`src/rtl/reg_operand_fetch.sv`:
```
// Two-stage register operand fetch: S1 drives the array read ports, S2 holds the response.
// Define OPFETCH_BYPASS_EN to forward same-cycle write-back data; otherwise a matching write stalls S1 one cycle.
module reg_operand_fetch #(
   parameter int DATA_W   = 16,
   parameter int ADDR_W   = 4,
   parameter int MIN_ADDR = 3
) (
   input  logic              clk,
   input  logic              rst_n,
   input  logic              reqValid,
   output logic              reqReady,
   input  logic [ADDR_W-1:0] reqSrcA,
   input  logic [ADDR_W-1:0] reqSrcB,
   input  logic [3:0]        reqTag,
   output logic [ADDR_W-1:0] readAddrA,
   output logic [ADDR_W-1:0] readAddrB,
   input  logic [DATA_W-1:0] readDataA,
   input  logic [DATA_W-1:0] readDataB,
   input  logic              wbValid,
   input  logic [ADDR_W-1:0] wbAddr,
   input  logic [DATA_W-1:0] wbData,
   output logic              rspValid,
   input  logic              rspReady,
   output logic [DATA_W-1:0] rspDataA,
   output logic [DATA_W-1:0] rspDataB,
   output logic [3:0]        rspTag
);

   localparam logic [ADDR_W-1:0] MIN_A = ADDR_W'(MIN_ADDR);

   logic              s1_vld_q, s1_vld_d;
   logic [ADDR_W-1:0] s1_src_a_q, s1_src_a_d;
   logic [ADDR_W-1:0] s1_src_b_q, s1_src_b_d;
   logic [3:0]        s1_tag_q, s1_tag_d;
   logic              s2_vld_q, s2_vld_d;
   logic [DATA_W-1:0] s2_data_a_q, s2_data_a_d;
   logic [DATA_W-1:0] s2_data_b_q, s2_data_b_d;
   logic [3:0]        s2_tag_q, s2_tag_d;

   logic wb_live, hit_a, hit_b, stall, byp_a, byp_b;
   logic s2_free, s1_adv, req_fire;

   function automatic logic [DATA_W-1:0] pick_operand(
      input logic [ADDR_W-1:0] src,
      input logic [DATA_W-1:0] rd,
      input logic              byp,
      input logic [DATA_W-1:0] wd
   );
      if (src < MIN_A)
         return '0;
      else if (byp)
         return wd;
      else
         return rd;
   endfunction

   // Writes below MIN_A target hard-wired zero registers, so they never forward or stall.
   assign wb_live = wbValid && (wbAddr >= MIN_A);
   assign hit_a   = wb_live && (wbAddr == s1_src_a_q);
   assign hit_b   = wb_live && (wbAddr == s1_src_b_q);

`ifdef OPFETCH_BYPASS_EN
   assign byp_a = hit_a;
   assign byp_b = hit_b;
   assign stall = 1'b0;
`else
   assign byp_a = 1'b0;
   assign byp_b = 1'b0;
   assign stall = s1_vld_q && (hit_a || hit_b);
`endif

   assign s2_free  = !s2_vld_q || rspReady;
   assign s1_adv   = s1_vld_q && !stall && s2_free;
   assign reqReady = !s1_vld_q || s1_adv;
   assign req_fire = reqValid && reqReady;

   assign readAddrA = s1_vld_q ? s1_src_a_q : '0;
   assign readAddrB = s1_vld_q ? s1_src_b_q : '0;

   assign rspValid = s2_vld_q;
   assign rspDataA = s2_data_a_q;
   assign rspDataB = s2_data_b_q;
   assign rspTag   = s2_tag_q;

   always_comb begin
      s1_vld_d    = s1_vld_q;
      s1_src_a_d  = s1_src_a_q;
      s1_src_b_d  = s1_src_b_q;
      s1_tag_d    = s1_tag_q;
      s2_vld_d    = s2_vld_q;
      s2_data_a_d = s2_data_a_q;
      s2_data_b_d = s2_data_b_q;
      s2_tag_d    = s2_tag_q;

      if (s1_adv)
         s1_vld_d = 1'b0;
      if (req_fire) begin
         s1_vld_d   = 1'b1;
         s1_src_a_d = reqSrcA;
         s1_src_b_d = reqSrcB;
         s1_tag_d   = reqTag;
      end

      // S2 data is captured only on transfer, so a held response is immune to later writes.
      if (s1_adv) begin
         s2_vld_d    = 1'b1;
         s2_data_a_d = pick_operand(s1_src_a_q, readDataA, byp_a, wbData);
         s2_data_b_d = pick_operand(s1_src_b_q, readDataB, byp_b, wbData);
         s2_tag_d    = s1_tag_q;
      end else if (rspReady) begin
         s2_vld_d = 1'b0;
      end
   end

   always_ff @(posedge clk or negedge rst_n) begin
      if (!rst_n) begin
         s1_vld_q    <= 1'b0;
         s1_src_a_q  <= '0;
         s1_src_b_q  <= '0;
         s1_tag_q    <= '0;
         s2_vld_q    <= 1'b0;
         s2_data_a_q <= '0;
         s2_data_b_q <= '0;
         s2_tag_q    <= '0;
      end else begin
         s1_vld_q    <= s1_vld_d;
         s1_src_a_q  <= s1_src_a_d;
         s1_src_b_q  <= s1_src_b_d;
         s1_tag_q    <= s1_tag_d;
         s2_vld_q    <= s2_vld_d;
         s2_data_a_q <= s2_data_a_d;
         s2_data_b_q <= s2_data_b_d;
         s2_tag_q    <= s2_tag_d;
      end
   end

endmodule

```
`config.mk`:
```
export PLATFORM = sky130hd
export DESIGN_NAME = reg_operand_fetch
export DESIGN_NICKNAME = d
export VERILOG_FILES = /design/src/rtl/reg_operand_fetch.sv
export SDC_FILE = /design/constraint.sdc
export NUM_CORES = 1
export LEC_CHECK = 0
export BUFFER_PORTS_ARGS = -buffer_cell sky130_fd_sc_hd__buf_2
export CAP_MARGIN = 20
export CORE_MARGIN = 2
export CORE_UTILIZATION = 50
export DETAILED_ROUTE_END_ITERATION = 16
export GPL_TIMING_DRIVEN = 1
export PLACE_DENSITY = 0.79
export REMOVE_ABC_BUFFERS = 1
export SLEW_MARGIN = 10
export SYNTH_ARGS = -nofsm -noshare
export SYNTH_HDL_FRONTEND = slang
export SYNTH_SLANG_ARGS = --single-unit
```
`constraint.sdc`:
```
create_clock -name clk -period 2 [get_ports clk]
set_clock_uncertainty 0.05 [all_clocks]
set_input_delay 0.1 -clock clk [delete_from_list [all_inputs] [get_ports clk]]
set_output_delay 0.1 -clock clk [all_outputs]
set_load 0.05 [all_outputs]
```
# [Word-level counts from Yosys, hierarchy flattened]
# Index checks and enable logic that the tools add are counted.
[word_totals] input_bits=69 mem_bits_rw=0 register_bits=50 latch_bits=0 rom_bits=0 n_memories=0 wordCells=36
[classes] n_mul=0 div_mod_pow=0 n_reduce_logical=15 n_eq_ne=2 n_lt_le_gt_ge=3 shift=0 mux=8 add_sub_neg=0 bitwise_logic=0
[op_table] cell="$mux 16" count=2
[op_table] cell="$eq 4x4->1" count=2
[op_table] cell="$lt 4x2->1 const B" count=2
[op_table] cell="$mux 4" count=2
[op_table] cell="$logic_and 1x1->1" count=7
[op_table] cell="$ge 4x2->1 const B" count=1
[op_table] cell="$mux 1" count=4
[op_table] cell="$reduce_bool 2->1" count=2
[op_table] cell="$logic_not 1->1" count=3
[op_table] cell="$logic_or 1x1->1" count=3

# [Depth between registers and ports, before layout]
# Gate-level depths: netlist of the first run.
[logic_depth] ltp_word=11 mapped_depth=7 ltp_nobuf=4

# [Least setup slack after synthesis of the first run]
# Ideal clock, no wire load.
[synth_timing] path_type="flip-flop to output port" startpoint="register s1_src_a_q[2]" endpoint="output port reqReady" arrival_ns=1.741 stages_incl_launch_ff=6 path_buffers=1 path_slack_ns=0.109 cell_sequence="dfrtp_1 > xnor2_1 > nand4_1 > a21oi_1 > buf_2 > o21ai_1"
[synth_between] elab_chain_cells=8
[synth_rtl] element="from (decl)" line_no="32" source="logic [ADDR_W-1:0] s1_src_a_q, s1_src_a_d;"
[synth_rtl] element="from (signal assigned)" line_no="127" source="s1_src_a_q <= s1_src_a_d;"
[synth_rtl] element="$eq 4x4->1" line_no="59" source="assign hit_a = wb_live && (wbAddr == s1_src_a_q);"
[synth_rtl] element="$logic_and 1x1->1" line_no="59"
[synth_rtl] element="$logic_or 1x1->1" line_no="69" source="assign stall = s1_vld_q && (hit_a || hit_b);"
[synth_rtl] element="$logic_and 1x1->1" line_no="69"
[synth_rtl] element="$logic_not 1->1" line_no="73" source="assign s1_adv = s1_vld_q && !stall && s2_free;"
[synth_rtl] element="$logic_and 1x1->1 (2 in series)" line_no="73"
[synth_rtl] element="$logic_or 1x1->1" line_no="74" source="assign reqReady = !s1_vld_q || s1_adv;"
[synth_rtl] element="to (decl)" line_no="11" source="output logic reqReady,"
# Every way passes these cells.

# [Worst setup path in the final report of the first run]
[layout_timing] startpoint="register s1_src_a_q[0]" endpoint="output port reqReady"
# The elaborated chain is that of the path after synthesis.

==> flow_summary.json, run 1 <==
{
  "worst-path-stages": 5,
  "mostFrequentLayoutCell": "buf_2",
  "fin_tns_setup_ns": 0,
  "grt_antenna_before_repair": 0,
  "powerDensity_mw_per_mm2": 1520,
  "cp-endpoint": "reqReady",
  "post_dp_cell_area_mm2": 0.00398,
  "drt_iter0_drc": 244,
  "startpoint": "s1_src_a_q[0]$_DFFE_PN0P_",
  "comb_power_share_pct": 60.6,
  "drc": 0,
  "setup_violations": 0,
  "max_stage_delay_ns": 0.43,
  "synth_seq_cells": 50,
  "maxCapViolCount": 0,
  "grt_pass1_wl_mm": 16.5,
  "avgSynthCellArea_um2": 8.57,
  "rsz0062_at_grt": "no",
  "cts.sinks": 50,
  "timing.rr.end": "rspDataB[8]$_DFFE_PN0P_",
  "critPathSlowestCell": "dfrtp_1",
  "grt_usage_pct": 26.7,
  "firstDrtPassIters": 5,
  "diodes": 0,
  "ys.warnings.count": 0,
  "pwr-share-seq_pct": 29.1,
  "cp-start-kind": "register",
  "crit_buf_inv": 1,
  "start_util_pct": 50.9,
  "final_hold_viol_count": 0,
  "clk_latency_ns": 0.31,
  "power_leakage_uw": 0.00178,
  "total_power_uw": 6280,
  "worst_pin_slew_ns": 0.924,
  "yosysSeqAreaShare_pct": 36.6,
  "synth_area_mm2": 0.00342,
  "cts_tree": "yes",
  "ys_types": 28,
  "cts_buffers": 5,
  "dpl_worst_slack_ns": 0.237,
  "pwr-share-clk_pct": 10.3,
  "cts-root-buf": "clkbuf_8",
  "worst_hold_path_type": "in2reg",
  "route.vias.total": 3697,
  "synthCells": 399,
  "hpwl_mm": 6.25,
  "p_sw_share_pct": 54.4,
  "layout-drive-gt1-share_pct": 27.3,
  "grt_max_degree": 81,
  "critPathMaxFanout": 4,
  "endpoint_kind": "primary output",
  "routed_wl_mm": 10.1,
  "min_period_over_period_pct": 93.0,
  "ant_nets": 0,
  "io_pins": 115,
  "status": "completed",
  "area_growth_syn_to_layout_pct": 20.9,
  "power.switching_uw": 3420,
  "post-route-util_pct": 61.5,
  "drv_slew": 0,
  "htreeDepth": 2,
  "design.core.area_mm2": 0.00672,
  "p_int_uw": 2870,
  "max-slew-margin-rel_pct": 38.3,
  "die_w_um": 86.7,
  "reg2reg_slack_ns": 0.20,
  "final.setup.worst_slack_ns": 0.141,
  "fmax_mhz": 538,
  "cp_top_family": "flip-flops",
  "vias_per_cell": 6.60,
  "port_buffers": 98,
  "crit_path_cell_trace": "xnor2_1 > nand4_1 > a21oi_2 > o21ai_1 > buf_2",
  "gp_congestion": 0.797,
  "crit-reg2reg-launch": "s1_src_a_q[2]$_DFFE_PN0P_",
  "nets": 548,
  "worst_ep_arrival_time_ns": 1.71,
  "die_height_um": 86.7,
  "peakVddDrop_mv": 0.676,
  "rows": 30,
  "required_ns": 1.85,
  "min_period_ns": 1.86,
  "gr-total-overflow": 0,
  "mostFrequentLayoutCells": "buf_2 (98), o211ai_1 (56), dfrtp_1 (50)",
  "cts_buffer_depth": 2,
  "grt_pass1_vias": 3489,
  "die_area_mm2": 0.00752,
  "reg2reg_depth": 5,
  "finish.instance_area_mm2": 0.00414,
  "wl_per_cell_um": 18.0,
  "worstSetupPathType": "reg2out",
  "clkSlewWorstSetupHoldPaths_ns": 0.09
}
==> worst reg2reg max path, delay by kind of cell, from the launching register on <==
kind	cells	cell delay [ns]
simple gates	3	0.91
flops	1	0.43
xor+xnor	1	0.16
buf+inv	1	0.18
==> sequential cells by signal, summed over array words and instances (netlist names) <==
name	count
rspDataA	16
s1_src_b_q	4
s1_src_a_q	4
rspValid	1
rspTag	4
rspDataB	16
s1_tag_q	4
s1_vld_q	1
==> cell type report <==
type                    count  area, µm²
clock buffers               6       82.6
clock inverters             2       12.5
flip-flops and latches     50       1250
fillers                   597       2580
inverters                   1       3.75
well taps                  80        100
multi-input cells         300       1940
repair buffers            121        748
==> per-stage QoR <==
step	cells	hold WS [ns]
6_report	560	0.00213
5_1_grt	560	0.00502
4_1_cts	558	0.000556
3_5_place_dp	546	0.0931
3_3_place_gp	546	0.0836
2_1_floorplan	351	-0.246
==> repair_timing <==
item,in CTS,in global routing
pin swaps,0,2
endpoints found under the setup margin,1,1
setup buffers,0,2
hold buffers,4,0
resized for setup,1,0
endpoints found under the hold margin,26,0
==> metal layers <==
metal	share of wire [%]	GRT usage, %	vias up
met4	1.7	8.24	0
met2	50	42.9	139
li1	-	-	1712
met3	5.8	4.19	14
met5	0	0	-
met1	43	37.1	1832
==> power groups by stage <==
| stage | Sequential, µW | Clock (µW) | Combinational (µW) |
|---|---|---|---|
| finish | 1830 | 647 | 3810 |
| global route | 1880 | 697 | 4070 |
| CTS | 1820 | 649 | 3790 |
| detailed placement | 1840 | 0 | 3770 |
| global placement | 1800 | 0 | 3680 |
| floorplan | 3090 | 0 | 1440 |
==> synthesized netlist by cell type, drive strengths merged <==
| cell type | n | area, µm² |
|---|---|---|
| dfrtp | 50 | 1250 |
| nand4 | 2 | 12.5 |
| and3 | 4 | 25.0 |
| a21oi | 5 | 25.0 |
| o2111ai | 4 | 35.0 |
| inv | 1 | 3.75 |
| a22oi | 12 | 90.1 |
| o21ai | 35 | 175 |
| nand3 | 40 | 200 |
| o22a | 1 | 8.76 |
| a211o | 2 | 17.5 |
| nor2b | 3 | 18.8 |
| xnor2 | 8 | 70.1 |
| nand2b | 3 | 18.8 |
| a211oi | 1 | 7.51 |
| a21boi | 4 | 30.0 |
| and4 | 2 | 17.5 |
| o211ai | 56 | 420 |
| nand2 | 45 | 169 |
| and2 | 9 | 56.3 |
| clkbuf | 30 | 113 |
| buf | 18 | 135 |
| or4 | 32 | 240 |
| o31a | 32 | 280 |
==> how the worst min path moves through the flow <==
stage | depth (start not counted) | slack, ns | end | startpoint
2_1_floorplan | 0 | -0.25 | rspDataA[0]$_DFFE_PN0P_ | rst_n
3_3_place_gp | 1 | 0.08 | rspTag[3]$_DFFE_PN0P_ | rst_n
3_5_place_dp | 1 | 0.09 | rspTag[3]$_DFFE_PN0P_ | rst_n
4_1_cts | 3 | 0.0006 | s1_src_a_q[3]$_DFFE_PN0P_ | reqSrcA[3]
5_1_grt | 3 | 0.005 | s1_tag_q[3]$_DFFE_PN0P_ | reqTag[3]
6_report | 3 | 0.002 | s1_src_a_q[3]$_DFFE_PN0P_ | reqSrcA[3]
==> logic make-up after synthesis <==
family                 count (synthesis)  share of synthesized area (%)
AO/OA/AOI/OAI                        152                           31.9
buffers and inverters                 49                           7.35
flip-flops                            50                           36.6
AND/OR/NAND/NOR                      140                           22.2
XOR/XNOR                               8                           2.05
Power figures use the tool's default switching activity.
==> run 2: changes to the inputs <==
--- a/config.mk
+++ b/config.mk
@@ -11,7 +11,7 @@
 export CORE_UTILIZATION = 50
 export DETAILED_ROUTE_END_ITERATION = 16
 export GPL_TIMING_DRIVEN = 1
-export PLACE_DENSITY = 0.79
+export PLACE_DENSITY = 0.76
 export REMOVE_ABC_BUFFERS = 1
 export SLEW_MARGIN = 10
 export SYNTH_ARGS = -nofsm -noshare
==> flow_summary.json, run 2 (synthesis gave the netlist of run 1 again) <==
{
  "status": "completed",
  "timing.rr.end": "rspDataA[10]$_DFFE_PN0P_",
  "mostFrequentLayoutCell": "buf_2",
  "die_area_mm2": 0.00752,
  "total_power_uw": 6260,
  "ant_nets": 0,
  "worstSetupPathType": "reg2out",
  "grt_usage_pct": 26.2,
  "cp-endpoint": "reqReady",
  "wl_per_cell_um": 17.8,
  "grt_antenna_before_repair": 0,
  "required_ns": 1.85,
  "area_growth_syn_to_layout_pct": 20.8,
  "reg2reg_depth": 5,
  "worst_pin_slew_ns": 0.992,
  "gp_congestion": 0.804,
  "fin_cells": 561,
  "die_w_um": 86.7,
  "routed_wl_mm": 10.0,
  "worst_hold_path_type": "in2reg",
  "cts_buffer_depth": 2,
  "die_height_um": 86.7,
  "endpoint_kind": "primary output",
  "critPathMaxFanout": 5,
  "hpwl_mm": 6.21,
  "reg2reg_slack_ns": 0.18,
  "fmax_mhz": 522,
  "cts_buffers": 5,
  "peakVddDrop_mv": 0.680,
  "grt_max_degree": 81,
  "maxCapViolCount": 0,
  "cts.sinks": 50,
  "max-slew-margin-rel_pct": 33.7,
  "firstDrtPassIters": 4,
  "nets": 549,
  "grt_pass1_wl_mm": 16.1,
  "mostFrequentLayoutCells": "buf_2 (97), o211ai_1 (56), dfrtp_1 (50)",
  "cts-root-buf": "clkbuf_8",
  "htreeDepth": 2,
  "min_period_over_period_pct": 95.7,
  "rows": 30,
  "port_buffers": 98,
  "clk_latency_ns": 0.31,
  "setup_violations": 0,
  "layout-drive-gt1-share_pct": 27.7,
  "diodes": 0,
  "clkSlewWorstSetupHoldPaths_ns": 0.09,
  "rsz0062_at_grt": "no",
  "io_pins": 115,
  "final_hold_viol_count": 0,
  "grt_pass1_vias": 3346,
  "vias_per_cell": 6.48,
  "min_period_ns": 1.91,
  "drv_slew": 0,
  "cp-start-kind": "register",
  "powerDensity_mw_per_mm2": 1520,
  "placed_cells": 548,
  "start_util_pct": 50.9,
  "drc": 0,
  "crit-reg2reg-launch": "s1_src_b_q[3]$_DFFE_PN0P_",
  "design.core.area_mm2": 0.00672,
  "cts_tree": "yes",
  "route.vias.total": 3635,
  "gr-total-overflow": 0,
  "fin_tns_setup_ns": 0,
  "power_leakage_uw": 0.00178,
  "drt_iter0_drc": 344,
  "worst_ep_arrival_time_ns": 1.76,
  "startpoint": "s1_src_b_q[3]$_DFFE_PN0P_"
}
==> run 2: cell count changes in the layout (fill, tap and decap cells not counted) <==
cell           change
clkinvlp_4         -1
dlygate4sd3_1      -1
buf_2              -1
xnor2_1            -1
buf_4              +3
buf_12             -1
clkbuf_4           +1
clkbuf_1           +1
xnor2_2            +1
==> run 2: area by class of cell <==
class	count	area [µm²]
flip-flops and latches	50	1250
repair buffers	122	743
multi-input cells	300	1940
inverters	1	3.75
clock buffers	7	86.3
fillers	616	2580
clock inverters	1	5.00
well taps	80	100
==> run 2: metrics by stage <==
step	hold WS [ns]	instance area, µm²	util [%]	worst slack (ns)
floorplan	-0.246	3170	-	-1.37
global placement	-0.102	3980	59.3	0.262
detailed placement	-0.0995	3980	59.3	0.218
CTS	0.000241	4110	61.2	0.00389
global route	0.0111	4130	61.5	0.00973
finish	0.00641	4130	61.5	0.0858
==> run 2: worst max-delay path, stage by stage (launching register included) <==
cell	delay, ns
dfrtp_1	0.44
xnor2_1	0.22
nand4_1	0.11
buf_4	0.17
a21oi_2	0.17
o21ai_1	0.10
clkbuf_4	0.24
==> run 2: how the worst min path moves through the flow <==
| stage | from | endpoint | slack [ns] | cells past startpoint |
|---|---|---|---|---|
| 6_report | reqSrcB[3] | s1_src_b_q[3]$_DFFE_PN0P_ | 0.006 | 3 |
| 5_1_grt | reqTag[2] | s1_tag_q[2]$_DFFE_PN0P_ | 0.01 | 3 |
| 4_1_cts | reqValid | s1_vld_q$_DFFE_PN0P_ | 0.0002 | 2 |
| 3_5_place_dp | rst_n | rspDataB[9]$_DFFE_PN0P_ | -0.1 | 1 |
| 3_3_place_gp | rst_n | rspDataB[9]$_DFFE_PN0P_ | -0.10 | 1 |
| 2_1_floorplan | rst_n | rspDataA[0]$_DFFE_PN0P_ | -0.25 | 0 |
==> run 2: power by group <==
| part | switching, µW | total, µW | internal (µW) | leakage (µW) |
|---|---|---|---|---|
| combinational | 2670 | 3810 | 1140 | 0.00114 |
| sequential | 363 | 1820 | 1460 | 0.000596 |
| clock | 352 | 633 | 280 | 0.0000482 |
==> run 2: routing by layer <==
metal | global-route usage (%) | up-vias | wire (µm)
met2 | 44.3 | 116 | 5030
met4 | 7.67 | 0 | 206
met5 | 0 | - | 0
met3 | 3.71 | 20 | 433
met1 | 35.1 | 1794 | 4340
li1 | - | 1705 | -
==> run 2: repair_timing <==
item	in CTS	in global routing
endpoints found under the hold margin	52	0
pin swaps	0	2
hold buffers	3	0
buffers inserted	0	2
setup endpoints to repair	1	1
gates resized for setup	1	2
